[src/rtl/csr_counter_unit_if.sv]
// csr_counter_unit_if
//   Groups the request/response handshake and the RVFI CSR observation
//   fields of csr_counter_unit.
//   master : core pipeline side (drives requests, consumes responses)
//   slave  : csr_counter_unit (accepts requests, produces responses)
//   Request  : req_valid/req_ready, req_insn, req_rs1_rdata, req_mode
//   Response : resp_valid/resp_ready, resp_trap, resp_rd_addr, resp_rd_wdata
//   RVFI     : csr_{misa,mcycle,minstret}_{rmask,wmask,rdata,wdata}
interface csr_counter_unit_if #(
    parameter int XLEN = 32
);
    logic            req_valid;
    logic            req_ready;
    logic [31:0]     req_insn;
    logic [XLEN-1:0] req_rs1_rdata;
    logic [1:0]      req_mode;

    logic            resp_valid;
    logic            resp_ready;
    logic            resp_trap;
    logic [4:0]      resp_rd_addr;
    logic [XLEN-1:0] resp_rd_wdata;

    logic [XLEN-1:0] csr_misa_rmask, csr_misa_wmask, csr_misa_rdata, csr_misa_wdata;
    logic [63:0]     csr_mcycle_rmask, csr_mcycle_wmask, csr_mcycle_rdata, csr_mcycle_wdata;
    logic [63:0]     csr_minstret_rmask, csr_minstret_wmask, csr_minstret_rdata, csr_minstret_wdata;

    modport master (
        output req_valid, req_insn, req_rs1_rdata, req_mode, resp_ready,
        input  req_ready, resp_valid, resp_trap, resp_rd_addr, resp_rd_wdata,
        input  csr_misa_rmask, csr_misa_wmask, csr_misa_rdata, csr_misa_wdata,
        input  csr_mcycle_rmask, csr_mcycle_wmask, csr_mcycle_rdata, csr_mcycle_wdata,
        input  csr_minstret_rmask, csr_minstret_wmask, csr_minstret_rdata, csr_minstret_wdata
    );

    modport slave (
        input  req_valid, req_insn, req_rs1_rdata, req_mode, resp_ready,
        output req_ready, resp_valid, resp_trap, resp_rd_addr, resp_rd_wdata,
        output csr_misa_rmask, csr_misa_wmask, csr_misa_rdata, csr_misa_wdata,
        output csr_mcycle_rmask, csr_mcycle_wmask, csr_mcycle_rdata, csr_mcycle_wdata,
        output csr_minstret_rmask, csr_minstret_wmask, csr_minstret_rdata, csr_minstret_wdata
    );
endinterface

[src/rtl/csr_counter_unit.sv]
// csr_counter_unit
//   Execution-side responder for misa, mcycle(h) and minstret(h). Accepts a
//   decoded CSRRW/S/C(I) instruction, checks privilege and read-only access,
//   updates the counters and returns a registered response with rd writeback,
//   trap flag and RVFI CSR fields. One request per two cycles.
//   Ports:
//     clock  : clock
//     reset  : asynchronous, active-low reset
//     retire : one instruction retired this cycle (counted into minstret)
//     bus    : csr_counter_unit_if.slave (request, response, RVFI fields)
//   Optional feature macro: CSR_COUNTER_HIGH_EN -- maps mcycleh/minstreth
//   (B80/B82/C80/C82) when XLEN=32; otherwise those addresses trap.
module csr_counter_unit #(
    parameter int          XLEN       = 32,
    parameter logic [31:0] MISA_VALUE = 32'h40000100
) (
    input  logic                clock,
    input  logic                reset,
    input  logic                retire,
    csr_counter_unit_if.slave   bus
);

`ifdef CSR_COUNTER_HIGH_EN
    localparam bit HIGH_EN = (XLEN == 32);
`else
    localparam bit HIGH_EN = 1'b0;
`endif

    localparam logic [63:0] LO_MASK = (XLEN == 64) ? {64{1'b1}} : 64'h0000_0000_FFFF_FFFF;
    localparam logic [63:0] HI_MASK = 64'hFFFF_FFFF_0000_0000;

    typedef enum logic {IDLE, RESP} state_t;

    typedef struct packed {
        logic            trap;
        logic [4:0]      rd_addr;
        logic [XLEN-1:0] rd_wdata;
        logic [XLEN-1:0] misa_rmask, misa_wmask, misa_rdata, misa_wdata;
        logic [63:0]     cyc_rmask, cyc_wmask, cyc_rdata, cyc_wdata;
        logic [63:0]     ins_rmask, ins_wmask, ins_rdata, ins_wdata;
    } resp_t;

    state_t      state_q, state_d;
    resp_t       resp_q, resp_d;
    logic [63:0] mcycle_q, mcycle_d;
    logic [63:0] minstret_q, minstret_d;

    // ---- decode ----
    logic [11:0]     addr;
    logic [4:0]      rd, zimm;
    logic            rd_nz, wr, accept, req_ready_w;
    logic [XLEN-1:0] arg, old_half, new_half, misa_x;
    logic            sel_misa, sel_cyc_lo, sel_ins_lo, sel_cyc_hi, sel_ins_hi;
    logic            sel_cyc, sel_ins, sel_hi, mapped, trap;
    logic [63:0]     old_full, old64, new_half64, acc_mask, new_full;
    logic            unused_insn;

    assign addr   = bus.req_insn[31:20];
    assign zimm   = bus.req_insn[19:15];
    assign rd     = bus.req_insn[11:7];
    assign rd_nz  = (rd != 5'd0);
    assign arg    = bus.req_insn[14] ? XLEN'(zimm) : bus.req_rs1_rdata;
    assign wr     = !bus.req_insn[13] || (zimm != 5'd0);
    assign misa_x = XLEN'(MISA_VALUE);
    assign unused_insn = ^bus.req_insn[6:0];

    assign sel_misa   = (addr == 12'h301);
    assign sel_cyc_lo = (addr == 12'hB00) || (addr == 12'hC00);
    assign sel_ins_lo = (addr == 12'hB02) || (addr == 12'hC02);
    assign sel_cyc_hi = HIGH_EN && ((addr == 12'hB80) || (addr == 12'hC80));
    assign sel_ins_hi = HIGH_EN && ((addr == 12'hB82) || (addr == 12'hC82));
    assign sel_cyc    = sel_cyc_lo || sel_cyc_hi;
    assign sel_ins    = sel_ins_lo || sel_ins_hi;
    assign sel_hi     = sel_cyc_hi || sel_ins_hi;
    assign mapped     = sel_misa || sel_cyc || sel_ins;

    // addr[11:10]==3 marks the read-only user counter aliases.
    assign trap = !mapped || (addr[9:8] > bus.req_mode) || ((addr[11:10] == 2'b11) && wr);

    assign old_full = sel_ins ? minstret_q : mcycle_q;
    assign old64    = sel_misa ? 64'(misa_x)
                    : (sel_hi ? {32'h0, old_full[63:32]} : old_full);
    assign old_half = old64[XLEN-1:0];
    assign acc_mask = sel_hi ? HI_MASK : LO_MASK;

    always_comb begin
        new_half = arg;
        unique case (bus.req_insn[13:12])
            2'b10:   new_half = old_half | arg;
            2'b11:   new_half = old_half & ~arg;
            default: new_half = arg;
        endcase
    end

    // The untouched half of a 64-bit counter is carried over as-is, so a
    // half write also freezes the other half for that one cycle.
    assign new_half64 = 64'(new_half);
    assign new_full   = (old_full & ~acc_mask)
                      | (sel_hi ? (new_half64 << 32) : (new_half64 & acc_mask));

    // req_ready is gated by reset so it reads 0 while reset is held.
    assign req_ready_w = (state_q == IDLE) && reset;
    assign accept      = bus.req_valid && req_ready_w;

    // ---- next state ----
    always_comb begin
        state_d    = state_q;
        resp_d     = resp_q;
        mcycle_d   = mcycle_q + 64'd1;
        minstret_d = retire ? (minstret_q + 64'd1) : minstret_q;
        unique case (state_q)
            IDLE: begin
                if (accept) begin
                    state_d = RESP;
                    resp_d  = '0;
                    if (trap) begin
                        resp_d.trap = 1'b1;
                    end else begin
                        resp_d.rd_addr  = rd;
                        resp_d.rd_wdata = rd_nz ? old_half : '0;
                        if (sel_misa) begin
                            // WARL constant: write accepted but value and wmask unchanged.
                            resp_d.misa_rmask = rd_nz ? {XLEN{1'b1}} : '0;
                            resp_d.misa_rdata = misa_x;
                            resp_d.misa_wdata = misa_x;
                        end
                        if (sel_cyc) begin
                            resp_d.cyc_rmask = rd_nz ? acc_mask : '0;
                            resp_d.cyc_wmask = wr ? acc_mask : '0;
                            resp_d.cyc_rdata = mcycle_q;
                            resp_d.cyc_wdata = new_full;
                            if (wr) mcycle_d = new_full;
                        end
                        if (sel_ins) begin
                            resp_d.ins_rmask = rd_nz ? acc_mask : '0;
                            resp_d.ins_wmask = wr ? acc_mask : '0;
                            resp_d.ins_rdata = minstret_q;
                            resp_d.ins_wdata = new_full;
                            if (wr) minstret_d = new_full;
                        end
                    end
                end
            end
            RESP: begin
                if (bus.resp_ready) state_d = IDLE;
            end
            default: state_d = IDLE;
        endcase
    end

    always_ff @(posedge clock or negedge reset) begin
        if (!reset) begin
            state_q    <= IDLE;
            resp_q     <= '0;
            mcycle_q   <= '0;
            minstret_q <= '0;
        end else begin
            state_q    <= state_d;
            resp_q     <= resp_d;
            mcycle_q   <= mcycle_d;
            minstret_q <= minstret_d;
        end
    end

    // ---- outputs ----
    assign bus.req_ready          = req_ready_w;
    assign bus.resp_valid         = (state_q == RESP);
    assign bus.resp_trap          = resp_q.trap;
    assign bus.resp_rd_addr       = resp_q.rd_addr;
    assign bus.resp_rd_wdata      = resp_q.rd_wdata;
    assign bus.csr_misa_rmask     = resp_q.misa_rmask;
    assign bus.csr_misa_wmask     = resp_q.misa_wmask;
    assign bus.csr_misa_rdata     = resp_q.misa_rdata;
    assign bus.csr_misa_wdata     = resp_q.misa_wdata;
    assign bus.csr_mcycle_rmask   = resp_q.cyc_rmask;
    assign bus.csr_mcycle_wmask   = resp_q.cyc_wmask;
    assign bus.csr_mcycle_rdata   = resp_q.cyc_rdata;
    assign bus.csr_mcycle_wdata   = resp_q.cyc_wdata;
    assign bus.csr_minstret_rmask = resp_q.ins_rmask;
    assign bus.csr_minstret_wmask = resp_q.ins_wmask;
    assign bus.csr_minstret_rdata = resp_q.ins_rdata;
    assign bus.csr_minstret_wdata = resp_q.ins_wdata;

endmodule

[src/flat_wrapper.sv]
// flat-port wrapper written by rule: the top's interface ports become plain ports
module csr_counter_unit_flat 
#(
    parameter int          XLEN       = 32,
    parameter logic [31:0] MISA_VALUE = 32'h40000100
)
  (clock, reset, retire, bus_req_valid, bus_req_insn, bus_req_rs1_rdata, bus_req_mode, bus_resp_ready, bus_req_ready, bus_resp_valid, bus_resp_trap, bus_resp_rd_addr, bus_resp_rd_wdata, bus_csr_misa_rmask, bus_csr_misa_wmask, bus_csr_misa_rdata, bus_csr_misa_wdata, bus_csr_mcycle_rmask, bus_csr_mcycle_wmask, bus_csr_mcycle_rdata, bus_csr_mcycle_wdata, bus_csr_minstret_rmask, bus_csr_minstret_wmask, bus_csr_minstret_rdata, bus_csr_minstret_wdata);
  csr_counter_unit_if #(.XLEN(XLEN)) bus_i ();
  input  logic clock;
  input  logic reset;
  input  logic retire;
  input wire logic [$bits(bus_i.req_valid)-1:0] bus_req_valid;
  input wire logic [$bits(bus_i.req_insn)-1:0] bus_req_insn;
  input wire logic [$bits(bus_i.req_rs1_rdata)-1:0] bus_req_rs1_rdata;
  input wire logic [$bits(bus_i.req_mode)-1:0] bus_req_mode;
  input wire logic [$bits(bus_i.resp_ready)-1:0] bus_resp_ready;
  output wire logic [$bits(bus_i.req_ready)-1:0] bus_req_ready;
  output wire logic [$bits(bus_i.resp_valid)-1:0] bus_resp_valid;
  output wire logic [$bits(bus_i.resp_trap)-1:0] bus_resp_trap;
  output wire logic [$bits(bus_i.resp_rd_addr)-1:0] bus_resp_rd_addr;
  output wire logic [$bits(bus_i.resp_rd_wdata)-1:0] bus_resp_rd_wdata;
  output wire logic [$bits(bus_i.csr_misa_rmask)-1:0] bus_csr_misa_rmask;
  output wire logic [$bits(bus_i.csr_misa_wmask)-1:0] bus_csr_misa_wmask;
  output wire logic [$bits(bus_i.csr_misa_rdata)-1:0] bus_csr_misa_rdata;
  output wire logic [$bits(bus_i.csr_misa_wdata)-1:0] bus_csr_misa_wdata;
  output wire logic [$bits(bus_i.csr_mcycle_rmask)-1:0] bus_csr_mcycle_rmask;
  output wire logic [$bits(bus_i.csr_mcycle_wmask)-1:0] bus_csr_mcycle_wmask;
  output wire logic [$bits(bus_i.csr_mcycle_rdata)-1:0] bus_csr_mcycle_rdata;
  output wire logic [$bits(bus_i.csr_mcycle_wdata)-1:0] bus_csr_mcycle_wdata;
  output wire logic [$bits(bus_i.csr_minstret_rmask)-1:0] bus_csr_minstret_rmask;
  output wire logic [$bits(bus_i.csr_minstret_wmask)-1:0] bus_csr_minstret_wmask;
  output wire logic [$bits(bus_i.csr_minstret_rdata)-1:0] bus_csr_minstret_rdata;
  output wire logic [$bits(bus_i.csr_minstret_wdata)-1:0] bus_csr_minstret_wdata;
  assign bus_i.req_valid = bus_req_valid;
  assign bus_i.req_insn = bus_req_insn;
  assign bus_i.req_rs1_rdata = bus_req_rs1_rdata;
  assign bus_i.req_mode = bus_req_mode;
  assign bus_i.resp_ready = bus_resp_ready;
  assign bus_req_ready = bus_i.req_ready;
  assign bus_resp_valid = bus_i.resp_valid;
  assign bus_resp_trap = bus_i.resp_trap;
  assign bus_resp_rd_addr = bus_i.resp_rd_addr;
  assign bus_resp_rd_wdata = bus_i.resp_rd_wdata;
  assign bus_csr_misa_rmask = bus_i.csr_misa_rmask;
  assign bus_csr_misa_wmask = bus_i.csr_misa_wmask;
  assign bus_csr_misa_rdata = bus_i.csr_misa_rdata;
  assign bus_csr_misa_wdata = bus_i.csr_misa_wdata;
  assign bus_csr_mcycle_rmask = bus_i.csr_mcycle_rmask;
  assign bus_csr_mcycle_wmask = bus_i.csr_mcycle_wmask;
  assign bus_csr_mcycle_rdata = bus_i.csr_mcycle_rdata;
  assign bus_csr_mcycle_wdata = bus_i.csr_mcycle_wdata;
  assign bus_csr_minstret_rmask = bus_i.csr_minstret_rmask;
  assign bus_csr_minstret_wmask = bus_i.csr_minstret_wmask;
  assign bus_csr_minstret_rdata = bus_i.csr_minstret_rdata;
  assign bus_csr_minstret_wdata = bus_i.csr_minstret_wdata;
  csr_counter_unit #(.XLEN(XLEN), .MISA_VALUE(MISA_VALUE)) u_core (.clock(clock), .reset(reset), .retire(retire), .bus(bus_i));
endmodule
[config.mk]
export PLATFORM = sky130hd
export DESIGN_NAME = csr_counter_unit_flat
export DESIGN_NICKNAME = d
export VERILOG_FILES = /design/src/rtl/csr_counter_unit_if.sv /design/src/rtl/csr_counter_unit.sv /design/src/flat_wrapper.sv
export SDC_FILE = /design/constraint.sdc
export NUM_CORES = 1
export LEC_CHECK = 0
export CORE_AREA = 2 2 292 294
export CTS_CLUSTER_SIZE = 40
export DETAILED_ROUTE_END_ITERATION = 8
export DIE_AREA = 0 0 294 296
export PLACE_DENSITY = 0.55
export RECOVER_POWER = 50
export SYNTH_ARGS = -nofsm -noshare
export SYNTH_HDL_FRONTEND = slang
export SYNTH_SLANG_ARGS = --single-unit
[constraint.sdc]
create_clock -name clock -period 4.9 [get_ports clock]
set_clock_uncertainty 0.1 [all_clocks]
set_input_delay 1.225 -clock clock [delete_from_list [all_inputs] [get_ports clock]]
set_output_delay 1.225 -clock clock [all_outputs]
set_load 0.01 [all_outputs]
==> impl_metrics.csv, run 1 <==
group,metric,value,unit
status,status,"finished with violations",
status,violations,"max-capacitance violations, max-slew violations",
setup_path,end_kind,"flip-flop",
synthesis,synth_area_per_cell,10.4,um^2
route,vias_per_cell,4.40,
power,vdd_drop_max,0.216,mV
setup_path,arrival,4.21,ns
setup_path,cp_slowest_cell,"o311ai_2",
synthesis,syn_area,21200,um^2
place,portBuffers,523,
synthesis,synth_edf_count,0,
route,drc_errors,0,
sta,fin_crit,3.86,ns
run,cap_viol_max_count,4,
synthesis,synth_flop_cell,"dfrtp_1",
power,leakage,12.9,nW
route,ant_nets,0,
setup_path,start_kind,"input port",
route,wl_per_cell,20.7,um
clock_tree,hold_buffers,0,
global_route,grt_pass1_vias,14800,
synthesis,yosysTopAreaCellShare,50.6,%
route,routed_wl,73.5,mm
cells_and_area,layout-drive-gt1-share,7.09,%
place,dpl.hpwl,53.1,mm
sta,rsz0062_at_grt,"no",
clock_tree,cts_tree,"done",
global_route,antenna_found_initial,11,
synthesis,postSynthRegisterBits,429,
synthesis,synth_compound_area_share,13.5,%
setup_path,worstPathRequired,5.25,ns
setup_path,path_cells,"clkdlybuf4s50_1, or3b_1, a2111oi_4, o2111ai_2, buf_4, o311ai_2, nor4_1, xor2_1",
sta,max_slew_margin,-52.6,%
power,power,8.09,mW
clock_tree,cts-buffers-inserted,51,
sta,max_freq,259,MHz
cells_and_area,area_growth,30.1,%
synthesis,synth_cell_types,62,
die,core,84200,um^2
synthesis,synthTopCellsByArea,"dfrtp_1 51%, buf_4 14%, a22o_1 6.5%, nand2_1 3.5%, xor2_1 2.8%",
cells_and_area,final_nets,2488,
cells_and_area,layout_commonest_cell,"dfrtp_1",
synthesis,yosysTopAreaCell,"dfrtp_1",
clock_tree,cts_root_buf,"clkbuf_16",
die,die_area,87000,um^2
clock_tree,post-cts-setup-buffers,0,
die,die_h,296,um
synthesis,yosys.area_share.simple,12.0,%
global_route,grt_pass1_wl,105,mm
synthesis,synth_fa_ha_area_share,0.236,%
place,gp_routability_congestion,0.777,
die,io_pins,751,
synthesis,synth-async-reset-ratio,100,%
synthesis,synth_top_family_by_area,"buffers and inverters",
sta,finalHoldViolations,0,
power,cellPowerDensity,293,nW/um^2
route,dr.first_iter.drc_count,1062,
synthesis,seq_area_frac_synth,50.6,%
clock_tree,cts.sinks,429,
global_route,grt_usage,16.3,%
synthesis,synth_warnings,0,
cells_and_area,fillCellCount,8638,
sta,maxSlewViolCount,350,
clock_tree,ctsResizeCount,0,
die,num_rows,107,
setup_path,cp_max_fo,8,
clock_tree,clk_latency,0.58,ns
synthesis,muxShareOfSynthArea,2.62,%
clock_tree,clockBufferDepth,3,
cells_and_area,final_cell_mix,"429 x dfrtp_1, 293 x clkdlybuf4s50_1, 229 x dlygate4sd3_1, 220 x conb_1, 196 x nand2_1",
clock_tree,h-tree-depth,2,
place,dp.cells,3450,
die,die_x,294,um
synthesis,synthCells,2045,
hold_path,hold_class,"input port to async pin",
die,initial_core_util,25.2,%
clock_tree,clkTransAtPathRegs,0.07,ns
global_route,grt_max_degree,158,
sta,setup_viol,0,
sta,worstMarginPinSlew,2.29,ns
cells_and_area,layout.cells.non_filler,3548,
route,via_count,15600,
sta,tns,0,ns
route,drtPass1Iterations,5,
synthesis,synth-xor-area-share,4.99,%
setup_path,path_class,"input port to flip-flop",
sta,period_share,78.7,%
global_route,grt_overflow,0,
setup_path,cpPeakStageDelay,0.62,ns
[worst max-delay path, delay by kind of cell]
family | cells | cell delay [ns]
xor gates and xnor gates | 1 | 0.17
AOI/OAI and AO/OA | 3 | 1.30
and+or+nand+nor | 2 | 0.70
buffers and inverters | 2 | 0.82
[worst paths after layout]
| kind | from | endpoint | slack (ns) | cells past startpoint |
|---|---|---|---|---|
| max in group asynchronous | reset | u_core.bus.csr_mcycle_wdata[43] | 1.54 | 3 |
| setup / recovery | bus_req_insn[29] | u_core.mcycle_q[63] | 1.04 | 8 |
| hold reg to reg | u_core.bus.csr_minstret_wdata[55] | u_core.bus.csr_minstret_wdata[55] | 0.37 | 2 |
| setup reg to reg | u_core.bus.resp_valid | u_core.bus.csr_mcycle_rdata[8] | 1.73 | 4 |
| hold / removal | reset | u_core.bus.csr_mcycle_wdata[9] | 0.35 | 1 |
| min in group clock | u_core.bus.csr_minstret_wdata[55] | u_core.bus.csr_minstret_wdata[55] | 0.37 | 2 |
[cells in the mapped netlist (all sizes together) (2+ instances only)]
cell type  instances
nand2            196
ha                 4
a2111oi            2
a22o             158
a31oi              2
nand3             35
mux2i             50
o311ai             5
and2               4
or4                5
a21oi             75
mux2               5
nand4             25
xor2              69
nor2b             28
nand2b             7
o2111ai            4
and4              18
or4b               2
and3              23
inv               28
xnor2             52
or2                7
nor4              11
o21ai            146
buf              419
a21boi             2
o211ai             4
or3                5
nand3b             3
o31a               4
nor3              56
clkbuf            59
dfrtp            429
nor2              91
[layout make-up]
cell class | count | area (um^2) | share of cell area, %
inverter | 28 | 105 | 0.380
sequential | 429 | 10700 | 38.9
multi-input combinational | 1329 | 7960 | 28.8
antenna | 3 | 7.51 | 0.0272
clock buffer | 80 | 1570 | 5.68
tap | 1090 | 1360 | 4.94
timing repair buffer | 574 | 5760 | 20.8
clock inverter | 15 | 128 | 0.462
[registers in the layout (all words and copies together), names as in the netlist, 5 cells and up]
signal                         cells
u_core.bus.csr_minstret_rdata     64
u_core.bus.csr_mcycle_wdata       64
u_core.minstret_q                 64
u_core.mcycle_q                   64
u_core.bus.resp_rd_wdata          32
u_core.bus.csr_mcycle_rdata       64
u_core.bus.resp_rd_addr            5
u_core.bus.csr_minstret_wdata     64
[cells by family (layout without fill, tap and decap cells)]
| kind of cell | Yosys count | count (layout) |
|---|---|---|
| buffers and inverters | 506 | 697 |
| muxes | 55 | 55 |
| other | 1 | 223 |
| xor gates and xnor gates | 121 | 121 |
| and+or+nand+nor | 518 | 518 |
| adders and majority gates | 4 | 4 |
| DFF | 429 | 429 |
| AOI/OAI and AO/OA | 411 | 411 |
[per-stage QoR]
stage | hold slack (ns) | area (um^2) | worst slack [ns] | util (%)
floorplan | 0.364 | 22000 | 1.51 | -
global placement | 0.360 | 25900 | 0.417 | 30.8
detailed placement | 0.366 | 25900 | 0.403 | 30.8
CTS | 0.332 | 27600 | 1.03 | 32.8
global route | 0.332 | 27600 | 0.897 | 32.8
finish | 0.355 | 27600 | 1.04 | 32.8
[layer usage]
metal,GRT usage [%],vias up,wire [um]
met4,3.82,14,1450
li1,-,7228,-
met5,0,-,85
met3,3.93,95,4980
met1,20.4,7755,30500
met2,28.1,532,36500
[where the power goes]
part | internal (mW) | switching (mW) | leakage (nW)
logic | 0.165 | 0.395 | 6.22
clock network | 2.25 | 1.59 | 0.821
registers | 3.59 | 0.0961 | 5.85
total | 6.01 | 2.09 | 12.9
(Power assumes the default switching activity.)
==> run 2, diff against run 1 <==
==> constraint.sdc (replaced) <==
create_clock -name clock -period 3.55 [get_ports clock]
set_clock_uncertainty 0.1 [all_clocks]
set_input_delay 0.8875 -clock clock [delete_from_list [all_inputs] [get_ports clock]]
set_output_delay 0.8875 -clock clock [all_outputs]
set_load 0.01 [all_outputs]
==> impl_metrics.csv, run 2 (synthesis gave the netlist of run 1 again) <==
group,metric,value,unit
die,die_x,294,um
place,place_area,26900,um^2
die,core,84200,um^2
clock_tree,cts.sinks,429,
setup_path,cpPeakStageDelay,0.64,ns
route,via_count,15900,
sta,finalHoldViolations,0,
global_route,grt_usage,16.4,%
run,cap_viol_max_count,1,
sta,tns,0,ns
sta,fin_hold_ws,0.0513,ns
sta,setup_viol,0,
global_route,antenna_found_initial,10,
setup_path,critPathMostFrequentCell,"mux2i_1",
cells_and_area,layout.cells.non_filler,3644,
clock_tree,cts-buffers-inserted,51,
clock_tree,h-tree-depth,2,
power,vdd_drop_max,0.349,mV
die,die_area,87000,um^2
route,vias_per_cell,4.36,
sta,max_freq,306,MHz
power,leakage,13.5,nW
sta,worstMarginPinSlew,1.88,ns
setup_path,path_cells,"clkdlybuf4s50_1, or4_4, a2111oi_4, buf_12, buf_4, mux2i_1, o31a_1, mux2i_1",
clock_tree,cts_tree,"done",
route,drtPass1Iterations,5,
global_route,grt_overflow,0,
cells_and_area,layout_commonest_cell,"dfrtp_1",
cells_and_area,area_growth,34.6,%
place,gp_routability_congestion,0.780,
global_route,grt_max_degree,145,
place,pre_cts_slack,-0.292,ns
setup_path,cp_max_fo,18,
place,portBuffers,523,
setup_path,arrival,3.63,ns
cells_and_area,layout-drive-gt1-share,10.9,%
cells_and_area,final_cell_area,28600,um^2
clock_tree,ctsResizeCount,0,
die,die_h,296,um
cells_and_area,final_nets,2592,
setup_path,end_kind,"flip-flop",
die,num_rows,107,
setup_path,path_class,"input port to flip-flop",
route,routed_wl,73.5,mm
clock_tree,post-cts-setup-buffers,0,
clock_tree,clk_latency,0.60,ns
power,cellPowerDensity,397,nW/um^2
place,dpl.hpwl,54.8,mm
clock_tree,hold_buffers,0,
global_route,grt_pass1_vias,15100,
setup_path,cp_slowest_cell,"or4_4",
clock_tree,cts_root_buf,"clkbuf_16",
hold_path,hold_class,"input port to async pin",
cells_and_area,fin_util,33.9,%
setup_path,worstPathRequired,3.91,ns
setup_path,start_kind,"input port",
route,wl_per_cell,20.2,um
route,dr.first_iter.drc_count,954,
power,power,11.3,mW
sta,period_share,92.0,%
status,status,"finished with violations",
die,initial_core_util,25.2,%
route,drc_errors,0,
route,ant_nets,0,
global_route,grt_pass1_wl,106,mm
clock_tree,clkTransAtPathRegs,0.07,ns
sta,maxSlewViolCount,64,
sta,final.setup.worst_slack,0.285,ns
clock_tree,clockBufferDepth,3,
sta,fin_crit,3.27,ns
cells_and_area,final_cell_mix,"429 x dfrtp_1, 293 x clkdlybuf4s50_1, 229 x dlygate4sd3_1, 220 x conb_1, 196 x nand2_1",
status,violations,"max-capacitance violations, max-slew violations",
sta,rsz0062_at_grt,"no",
die,io_pins,751,
sta,max_slew_margin,-25.4,%
place,dp.cells,3554,
==> run 2: changes by cell type in the layout (fill, tap and decap cells not counted), moves of 7 or more <==
cell and delta:
clkinv_2 +8, clkbuf_1 -8, clkbuf_8 -7, buf_12 +13
buf_4 +93
==> run 2: final timing paths <==
check | from | to | slack (ns) | cells after the start
min reg2reg | u_core.bus.csr_minstret_wdata[62] | u_core.bus.csr_minstret_wdata[62] | 0.37 | 2
min | reset | u_core.bus.resp_rd_wdata[27] | 0.05 | 1
min in group clock | u_core.bus.csr_minstret_wdata[62] | u_core.bus.csr_minstret_wdata[62] | 0.37 | 2
max reg2reg | u_core.mcycle_q[24] | u_core.mcycle_q[63] | 0.66 | 6
max | bus_req_insn[25] | u_core.mcycle_q[0] | 0.28 | 8
max in group asynchronous | reset | u_core.bus.csr_mcycle_wdata[61] | 0.65 | 3
==> run 2: report_power, final <==
part	internal (mW)	switching, mW	total (mW)	leakage [nW]
Clock	3.22	2.18	5.40	0.849
Combinational	0.305	0.558	0.863	6.77
Sequential	4.96	0.132	5.09	5.85
Total	8.48	2.87	11.3	13.5
==> run 2: area by class of cell <==
class	count	area [um^2]
sequential	429	10700
timing repair buffer	678	6700
clock inverter	23	258
fill	8584	55600
multi-input combinational	1329	7960
inverter	28	105
tap	1090	1360
antenna	2	5.00
clock buffer	65	1440
==> run 2: worst max-delay path: cells and delay by family <==
kind                   cells  cell delay [ns]
multiplexers               2             0.38
AND/OR/NAND/NOR            1             0.64
buffers and inverters      3             0.79
AO/OA/AOI/OAI              2             0.88
==> run 2: per-layer routing <==
| layer | share of wire, % | GRT usage [%] |
|---|---|---|
| met1 | 42 | 20.8 |
| met2 | 50 | 28.2 |
| met3 | 6.6 | 3.73 |
| met4 | 1.7 | 3.63 |
| met5 | 0.13 | 0 |
==> run 3, diff against run 2 <==
--- a/config.mk
+++ b/config.mk
@@ -6,7 +6,6 @@
 export NUM_CORES = 1
 export LEC_CHECK = 0
 export CORE_AREA = 2 2 292 294
-export CTS_CLUSTER_SIZE = 40
 export DETAILED_ROUTE_END_ITERATION = 8
 export DIE_AREA = 0 0 294 296
 export PLACE_DENSITY = 0.55
@@ -14,3 +13,4 @@
 export SYNTH_ARGS = -nofsm -noshare
 export SYNTH_HDL_FRONTEND = slang
 export SYNTH_SLANG_ARGS = --single-unit
+export TNS_END_PERCENT = 5
==> impl_metrics.csv, run 3 (synthesis gave the netlist of run 1 again) <==
group,metric,value,unit
sta,fin_crit,3.26,ns
cells_and_area,layout-drive-gt1-share,10.9,%
route,drtPass1Iterations,5,
cells_and_area,layout.cells.non_filler,3644,
place,dp.cells,3554,
sta,period_share,91.9,%
cells_and_area,final_cell_mix,"429 x dfrtp_1, 293 x clkdlybuf4s50_1, 229 x dlygate4sd3_1, 220 x conb_1, 196 x nand2_1",
power,leakage,13.5,nW
die,die_x,294,um
die,die_h,296,um
place,portBuffers,523,
clock_tree,h-tree-depth,2,
clock_tree,clkTransAtPathRegs,0.07,ns
clock_tree,hold_buffers,0,
clock_tree,post-cts-setup-buffers,0,
sta,finalHoldViolations,0,
die,num_rows,107,
global_route,grt_usage,16.4,%
run,cap_viol_max_count,1,
route,drc_errors,0,
sta,maxSlewViolCount,64,
cells_and_area,area_growth,34.6,%
clock_tree,clockBufferDepth,3,
route,wl_per_cell,20.2,um
sta,worstMarginPinSlew,1.89,ns
clock_tree,ctsResizeCount,0,
global_route,grt_pass1_wl,106,mm
setup_path,rr_startpoint,"u_core.mcycle_q[24]",
place,gp_routability_congestion,0.780,
cells_and_area,final_nets,2592,
sta,rsz0062_at_grt,"no",
clock_tree,cts-buffers-inserted,51,
clock_tree,clk_latency,0.60,ns
clock_tree,cts_tree,"done",
place,dpl.hpwl,54.8,mm
die,core,84200,um^2
route,dr.first_iter.drc_count,983,
setup_path,rrSetupSlack,0.62,ns
die,initial_core_util,25.2,%
global_route,antenna_found_initial,10,
setup_path,timing.rr.end,"u_core.mcycle_q[63]",
setup_path,reg2regPathDepth,6,
status,status,"finished with violations",
power,cellPowerDensity,397,nW/um^2
clock_tree,cts.sinks,429,
setup_path,arrival,3.62,ns
power,vdd_drop_max,0.349,mV
cells_and_area,fillCellCount,8584,
status,violations,"max-capacitance violations, max-slew violations",
setup_path,path_class,"input port to flip-flop",
hold_path,hold_class,"input port to async pin",
route,routed_wl,73.5,mm
global_route,grt_max_degree,145,
die,die_area,87000,um^2
sta,max_slew_margin,-25.8,%
die,io_pins,751,
setup_path,worstPathRequired,3.91,ns
setup_path,end_kind,"flip-flop",
global_route,grt_overflow,0,
route,via_count,15900,
setup_path,start_kind,"input port",
power,power,11.3,mW
clock_tree,cts_root_buf,"clkbuf_16",
sta,setup_viol,0,
sta,max_freq,307,MHz
route,ant_nets,0,
route,vias_per_cell,4.37,
setup_path,cp_max_fo,18,
cells_and_area,layout_commonest_cell,"dfrtp_1",
global_route,grt_pass1_vias,15100,
run 3: cell counts in the layout (fill, tap and decap cells not counted):
Identical to the previous run, type by type.
run 3: how the worst max path moves through the flow:
stage / from / end / slack (ns) / cells past startpoint
finish: bus_req_insn[25] / u_core.mcycle_q[0] / 0.29 / 8
global route: reset / u_core.bus.csr_mcycle_wdata[61] / 0.22 / 3
CTS: u_core.bus.csr_mcycle_wmask[30] / bus_csr_mcycle_wmask[28] / 0.33 / 1
detailed placement: bus_req_insn[25] / u_core.mcycle_q[0] / -0.29 / 8
global placement: bus_req_insn[25] / u_core.mcycle_q[0] / -0.26 / 8
floorplan: bus_req_insn[25] / u_core.mcycle_q[60] / 0.49 / 7
run 3: critical path: stages:
cell and delay [ns]:
clkdlybuf4s50_1 0.39, or4_4 0.63, a2111oi_4 0.50, buf_12 0.24
buf_4 0.16, mux2i_1 0.23, o31a_1 0.37, mux2i_1 0.15
run 3: through the flow:
stage / TNS (ns) / hold WS (ns) / setup slack (ns) / area (um^2) / utilization (%)
2_1_floorplan: 0 / 0.364 / 0.494 / 22000 / -
3_3_place_gp: -27.43 / 0.363 / -0.264 / 26900 / 31.9
3_5_place_dp: -35.73 / 0.370 / -0.292 / 26900 / 31.9
4_1_cts: 0 / 0.0297 / 0.326 / 28600 / 34.0
5_1_grt: 0 / 0.0221 / 0.217 / 28600 / 33.9
6_report: 0 / 0.0526 / 0.289 / 28600 / 33.9
run 3: layer usage:
metal	share of wire (%)	vias up	global-route usage [%]
met3	6.6	86	3.73
met5	0.13	-	0
met2	50	566	28.2
met4	1.7	16	3.63
met1	41	7835	20.8
li1	-	7404	-
run 3: power breakdown:
part	internal [mW]	switching, mW
logic	0.305	0.557
registers	4.96	0.131
clock network	3.22	2.18
run 3: area by class of cell:
class / instances / area, um^2 / area share, %
multi-input cells: 1329 / 7960 / 27.9
well taps: 1090 / 1360 / 4.77
clock inverters: 23 / 258 / 0.902
clock buffers: 65 / 1440 / 5.04
diodes: 2 / 5.00 / 0.0175
inverters: 28 / 105 / 0.368
flip-flops and latches: 429 / 10700 / 37.6
repair buffers: 678 / 6700 / 23.5
